<file path="config.mk">
export PLATFORM = sky130hd
export DESIGN_NAME = reg_file_param
export DESIGN_NICKNAME = d
export VERILOG_FILES = /design/src/rtl/reg_file_param.sv
export SDC_FILE = /design/constraint.sdc
export NUM_CORES = 1
export LEC_CHECK = 0
export CAP_MARGIN = 10
export CELL_PAD_IN_SITES_DETAIL_PLACEMENT = 1
export CELL_PAD_IN_SITES_GLOBAL_PLACEMENT = 1
export CORE_ASPECT_RATIO = 0.6
export CORE_UTILIZATION = 51
export CTS_CLUSTER_DIAMETER = 200
export DETAILED_ROUTE_END_ITERATION = 8
export PLACE_DENSITY = 0.87
export SETUP_SLACK_MARGIN = 0.15
export SLEW_MARGIN = 5
export SYNTH_ARGS = -nofsm -noshare
export SYNTH_HDL_FRONTEND = slang
export SYNTH_SLANG_ARGS = --single-unit
</file>
<file path="constraint.sdc">
create_clock -name clk -period 4.3 [get_ports clk]
set_clock_uncertainty 0.05 [all_clocks]
set_input_delay 0.43 -clock clk [delete_from_list [all_inputs] [get_ports clk]]
set_output_delay 0.43 -clock clk [all_outputs]
set_load 0.01 [all_outputs]
</file>
<file path="src/rtl/reg_file_param.sv">
// rtl/reg_file_param.sv - parametrised multi-port register file with bypass,
// pending scoreboard and multi-cycle sweep-clear engine.
module reg_file_param #(
  parameter int DATA_WIDTH     = 8,
  parameter int NUM_REGS       = 8,
  parameter int NUM_READ_PORTS = 2,
  parameter bit ZERO_REG       = 1'b1,
  parameter bit BYPASS         = 1'b1,
  localparam int AW            = $clog2(NUM_REGS)
) (
  input  logic                                 clk,
  input  logic                                 reset_n,
  input  logic                                 write_enable,
  input  logic [AW-1:0]                        write_address,
  input  logic [DATA_WIDTH-1:0]                write_data,
  input  logic [NUM_READ_PORTS*AW-1:0]         read_address,
  output logic [NUM_READ_PORTS*DATA_WIDTH-1:0] read_data,
  output logic [NUM_READ_PORTS-1:0]            read_pending,
  input  logic                                 mark_enable,
  input  logic [AW-1:0]                        mark_address,
  input  logic                                 clear_req,
  output logic                                 clear_busy,
  output logic                                 clear_done
);

  typedef enum logic {IDLE, SWEEP} state_t;

  localparam logic [AW-1:0] LAST_INDEX = AW'(NUM_REGS - 1);

  state_t                state, state_next;
  logic [AW-1:0]         index, index_next;
  logic [DATA_WIDTH-1:0] regs [NUM_REGS];
  logic [NUM_REGS-1:0]   pending;
  logic                  sweeping;
  logic                  write_ok;
  logic                  mark_ok;

  // An address is usable when it names a real, writable register.
  function automatic logic addr_ok(input logic [AW-1:0] a);
    return (int'(a) < NUM_REGS) && !(ZERO_REG && (a == '0));
  endfunction

  assign sweeping = (state == SWEEP);
  assign write_ok = write_enable && !sweeping && addr_ok(write_address);
  assign mark_ok  = mark_enable && !sweeping && addr_ok(mark_address);

  always_comb begin
    state_next = state;
    index_next = index;
    clear_busy = 1'b0;
    clear_done = 1'b0;
    case (state)
      IDLE: begin
        if (clear_req) begin
          state_next = SWEEP;
          index_next = '0;
        end
      end
      SWEEP: begin
        clear_busy = 1'b1;
        index_next = index + AW'(1);
        if (index == LAST_INDEX) begin
          clear_done = 1'b1;
          state_next = IDLE;
          index_next = '0;
        end
      end
      default: state_next = IDLE;
    endcase
  end

  always_ff @(posedge clk or negedge reset_n) begin
    if (!reset_n) begin
      state <= IDLE;
      index <= '0;
    end else begin
      state <= state_next;
      index <= index_next;
    end
  end

  // A mark and a write to the same register in one cycle leave it pending:
  // the newly issued producer is still outstanding.
  always_ff @(posedge clk or negedge reset_n) begin
    if (!reset_n) begin
      for (int i = 0; i < NUM_REGS; i++) regs[i] <= '0;
      pending <= '0;
    end else begin
      for (int i = 0; i < NUM_REGS; i++) begin
        if (sweeping) begin
          if (index == AW'(i)) begin
            regs[i]    <= '0;
            pending[i] <= 1'b0;
          end
        end else begin
          if (write_ok && (write_address == AW'(i))) begin
            regs[i]    <= write_data;
            pending[i] <= 1'b0;
          end
          if (mark_ok && (mark_address == AW'(i))) pending[i] <= 1'b1;
        end
      end
    end
  end

  for (genvar p = 0; p < NUM_READ_PORTS; p++) begin : g_read
    logic [AW-1:0] ra;
    logic          ra_ok;
    logic          fwd;

    assign ra    = read_address[p*AW +: AW];
    assign ra_ok = addr_ok(ra);
    assign fwd   = BYPASS && write_ok && (write_address == ra);

    assign read_data[p*DATA_WIDTH +: DATA_WIDTH] =
      !ra_ok ? '0 : (fwd ? write_data : regs[ra]);
    assign read_pending[p] = ra_ok && !fwd && !sweeping && pending[ra];
  end

endmodule
</file>
* Word-level counts from Yosys, hierarchy flattened
Cells that the tools add are included.
** Operators by class
- Add/sub/neg operators :: 1
- Order comparisons :: 4
- Equality and inequality tests :: 32
- Muxes and demuxes :: 79
- Bitwise logic cells :: 3
- Reductions and logical operators :: 72
** Operator list (count)
- $mux W8 :: 32
- $bmux W8 S3 :: 2
- $mux W1 :: 39
- $eq A3 B3 Y1 const B :: 12
- $reduce_and A2 Y1 :: 16
- $logic_and A1 B1 Y1 :: 28
- $reduce_bool A3 Y1 :: 8
- $eq A3 B2 Y1 const B :: 6
- $ne A2 B1 Y1 const B :: 8
- $reduce_bool A2 Y1 :: 8
- $logic_not A3 Y1 :: 5
- $eq A3 B1 Y1 const B :: 3
- $ge A4 B4 Y1 const B :: 2
- $lt A3 B4 Y1 const B :: 2
- $not A3 Y4 :: 2
- $logic_not A1 Y1 :: 7
- $bmux W1 S3 :: 2
- $eq A3 B3 Y1 :: 2
- $mux W3 :: 2
- $pmux W3 S2 :: 1
- $add A3 B1 Y3 const B :: 1
- $ne A2 B2 Y1 const B :: 1
- $pmux W1 S2 :: 1
- $not A1 Y1 :: 1
** Storage, ports and cells
- Flip-flop bits (word level) :: 76
- Bits of input ports :: 25

* Logic depth before layout (Yosys ltp)
- Depth after elaboration :: 8
- Mapped depth :: 6
- Gate-level depth less buffers :: 5

* Worst setup path after synthesis
OpenSTA, ideal clock, no wires.
- Path type :: input port to output port
- Start point :: in read_address[2]
- End point :: out read_data[0]
- Data arrival time :: 1.583 ns
- Required time :: 3.820 ns
- Path slack :: 2.237 ns
- Cell stages on the path :: 6
- Path through :: buf_2 xnor2_1 nand3_1 or2_2 buf_6 o211a_1
** Between the ends
- Longest elaborated chain between the ends :: 6
- Elaborated cells between the ends (all ways) :: 9
** RTL lines
- start: declaration :: line 16 : input logic [NUM_READ_PORTS*AW-1:0] read_address,
- $not A3 Y4 (not written as such) :: line 116 : !ra_ok ? '0 : (fwd ? write_data : regs[ra]);
- $bmux W8 S3 :: line 116
- $mux W8 (not written as such) (2 in series) :: line 116
- $mux W8 :: line 116
- $mux W8 * :: line 116
- end: declaration :: line 17 : output logic [NUM_READ_PORTS*DATA_WIDTH-1:0] read_data,
Mark *: on every way between the ends. The rest lies on a longest branch, timed or not. The select of a mux whose other input is x is not followed.

* Worst setup path in the final report
- Start point :: in read_address[3]
- End point :: out read_data[14]
Same word-level chain as after synthesis.

==> results.md <==
- The flow ran to the end, and the final reports show no timing, DRC or antenna violations.
- Wires add up to approximately 14000 microns.
- The fraction of final layout cells with drive strength greater than 1 is about a quarter.
- Counting every net in the synthesized netlist gives between 300 and 400.
- The post-cts resize count is 0.
- Sequential elements use ~41% of the synthesized area.
- The average via count per standard cell is about 6.9.
- Final hold analysis gives a worst-case slack of just under 0.2 ns.
- The nature of the critical path endpoint is an output pin.
- The total die area is 9380 sq um.
- The final instance area is about 5400 sq um.
- The clock insertion delay at the later pin of the skew report is approximately 0.34 ns.
- The filler cells instantiated in the layout total between 800 and 900.
- For the pin with the worst max-slew slack, the measured transition is between 0.9 and 1 ns.
- After layout, the worst path uses roughly four fifths of the clock period.
- The first TritonRoute pass finished after 5 iterations.
- The destination of the worst register-to-register timing path is regs[33].
- Power spread over the standard cell area amounts to 583 nW/um^2.
- The clock passes through at most 2 buffers.
- The highest clock rate is 290 MHz.
- STA classifies the critical path startpoint as an input port.
- The number of global-route vias before repair is 3781.
- The number of remaining DRC errors is 0.
- In this run the vertical extent of the chip is roughly 75 microns.
- 0 antenna diodes ended up in the layout.
- For this configuration, the core starts out at a cell density of a little over half.
- STA puts the critical path data arrival time at 2.97 ns.
- The routed design could run at a clock period as short as 3.45 ns.
- On the critical path, the stage with the largest delay is an instance of clkdlybuf4s50_1.
- Summing every instance area after synthesis gives about 4600 sq um.
- Clock tree synthesis inserted a total of 9 buffers.
- The leakage power of the design is ~0.0024 uW.
- The global routing usage summed across all routing layers is between 30% and 40%.
- Entering global routing, the biggest net connects slightly below 80 pins.
- Row generation in the floorplan step produced 26 rows.
- The hold violation total from the final report was 0.
- At the end of the flow, the number of nets in the layout was approximately 430.
- Detailed placement finished with a half-perimeter wire length of between 9000 and 10000 microns.
- For this design, the CTS-stage hold fixing added 0 buffers.
- Of all nets on the critical path, the largest fanout is 10.
- Once placement finished, the instance area stood at 5100 sq um.
- The most used flip-flop cell after synthesis is dfrtp_1.
- The area growth from synthesis to layout is 17.2%.
- After synthesis, the share of flip-flops with an asynchronous set or reset is 100%.
- The distinct cell type count after synthesis is 31.
- The number of max-slew violations in the final report was 0.
- Setup repair after global routing left no endpoint under its margin.
- The setup check on the worst reg-to-reg path leaves a slack of ~1.8 ns.
- The vias after detailed routing is 3518.
- The relative contribution of combinational cells to total power is between 40% and 50%.
- The switching share of power is between 30% and 40%.
- The clock group share of total power is between 20 and 25%.
- The core region area is 8620 sq um.
- The source of the worst register-to-register timing path is state.
- The switching component of the power is about 1100 uW.
- The number of antenna violations at the first check in global routing came to 0.
- The global-route wire length before repair is 22000 microns.
- Global routing finished with a remaining overflow of 0.
- During synthesis, Yosys emitted a total of 0 warnings.
- The final antenna-violating net count is 0.
- In this run the count of I/O pins placed on the die edge is 45.
- The average cell area after synthesis is between 10 and 15 sq um.
- The critical path is of the input port to output pin type.
- The path class of the tightest hold or removal check is input port to async pin.
- The TritonCTS clock tree is yes.
- Walking the worst path, the cells encountered are clkdlybuf4s50_1 > buf_12 > mux4_2 > mux2i_1 > o21ai_0 > o211a_1 > clkdlybuf4s50_1.
- The clock tree synthesis step divided the H-tree into 3 levels.
- Setup slack on the critical path of the routed design comes to approximately 0.85 ns.
- The internal portion of the total power is 1990 uW.
- The proportion of power drawn by flip-flops and latches is 37.3%.
- The total of buffers placed on input and output ports is 44.
- The post-placement setup slack is 0.834 ns.
- The root buffer selected by CTS is clkbuf_16.
- The number of synthesized flops with an enable pin is 0.
- The final-report setup violation count is 0.
- For the final routed database, the setup TNS stands at 0 ns.
- The worst-case vdd ir drop is roughly 0.00028 V.
- The start point of the critical path is read_address[3].
- The x dimension of the die is approximately 120 microns.
- In this design, the stage delay of the slowest critical-path cell is approximately 0.8 ns.
- The cell with the most instances on the worst path is clkdlybuf4s50_1.
- Dividing the detail-routed wire length by the instance count gives roughly 27 microns.
- The required time of the critical path is about 3.8 ns.
- The number of post-CTS setup repair buffers is 0.
- In this run, synthesis produced a sequential element count of 76.
- In this run, the number of DRC markers left after iteration 0 of detailed routing was between 300 and 400.
- The clock net sink count is 76.
- The relative slew slack is about a third.
- The number of maximum-capacitance constraint violations is 0.
- The number of standard cells after synthesis is 357.
- The last weighted congestion value of the routability-driven placer is between 0.8 and 0.9.
- The cell depth of the worst flop-to-flop path is 5.
- After clock tree synthesis, the clock-pin slew on the worst setup and hold paths is approximately 0.06 ns.
==> cells by family (layout without fill, tap and decap cells) <==
kind of cell	count (synthesis)	count (layout)	share of synthesized area (%)
flops	76	76	41.5
xor+xnor	6	6	1.15
simple gates	56	56	6.85
buf+inv	47	91	5.08
mux	102	102	33.2
compound gates	64	64	10.6
fa+ha+maj	6	6	1.64
==> per-stage QoR <==
step	total power, uW	utilization [%]	std cells
3_5_place_dp	2410	59.2	497
5_1_grt	3270	62.3	513
6_report	3130	62.3	513
2_1_floorplan	1930	-	357
4_1_cts	3120	62.3	513
3_3_place_gp	2320	59.2	497
==> Yosys cell counts, types with 3 or more instances <==
cell type,number,area (sq um)
nor2_1,5,18.8
mux2_2,42,473
inv_1,20,75.1
buf_2,15,75.1
o211a_1,16,160
a22o_1,3,26.3
clkbuf_1,3,11.3
a32o_1,3,30.0
ha_1,6,75.1
dfrtp_1,76,1900
o32ai_1,3,26.3
o21ai_0,28,140
nand2_1,5,18.8
mux4_2,36,811
nand3_1,17,85.1
xnor2_1,6,52.6
o2bb2ai_1,8,70.1
buf_1,3,11.3
mux2i_1,24,240
and2_1,9,56.3
nor2b_1,10,62.6
buf_6,4,45.0
==> power groups by stage <==
stage               sequential, uW  combinational, uW  clock [uW]
floorplan                     1090                843           0
global placement              1130               1180           0
detailed placement            1170               1240           0
CTS                           1160               1250         707
global route                  1190               1350         732
finish                        1170               1260         700
==> state kept, by name (all words and copies together), names as in the netlist <==
name,flops
index,3
pending,8
regs,64
state,1
==> how the worst max path moves through the flow <==
stage,end,cells past startpoint
after global routing,read_data[9],6
after global placement,read_data[12],7
after detailed placement,read_data[14],6
after floorplan,read_data[0],6
after CTS,read_data[14],6
final,read_data[14],7
==> area by class of cell <==
class / instances / area (sq um) / area share (%)
multi-input cells: 234 / 2450 / 45.6
flip-flops and latches: 76 / 1900 / 35.4
repair buffers: 55 / 533 / 9.92
clock buffers: 12 / 246 / 4.59
well taps: 112 / 140 / 2.61
inverters: 20 / 75.1 / 1.40
clock inverters: 4 / 25.0 / 0.466
==> worst max-delay path: cells and delay by family <==
kind | cells | cell delay (ns)
buffers and inverters | 3 | 1.52
muxes | 2 | 0.71
AOI/OAI and AO/OA | 2 | 0.29
==> routing by layer <==
metal  track usage, %  share of wire, %  up-vias  wire [microns]
met5                0                 0        -               0
met4             13.8               2.9        0             399
met3             8.78               7.5       40            1050
met2             52.9                47      176            6570
met1             41.6                43     1867            5940
li1                 -                 -     1435               -
==> placed cells by master, fill, tap and decap left out, types with 3 or more instances in the layout <==
master	instances
nor2b_1	10
a22o_1	3
nand2_1	5
inv_1	20
nor2_1	5
buf_4	11
ha_1	6
clkbuf_16	9
dfrtp_1	76
o32ai_1	3
o2bb2ai_1	8
a32o_1	3
mux2i_1	24
mux4_2	36
nand3_1	17
o21ai_0	28
o211a_1	16
and2_1	9
xnor2_1	6
mux2_2	42
clkdlybuf4s50_1	43
(Power assumes the default switching activity.)
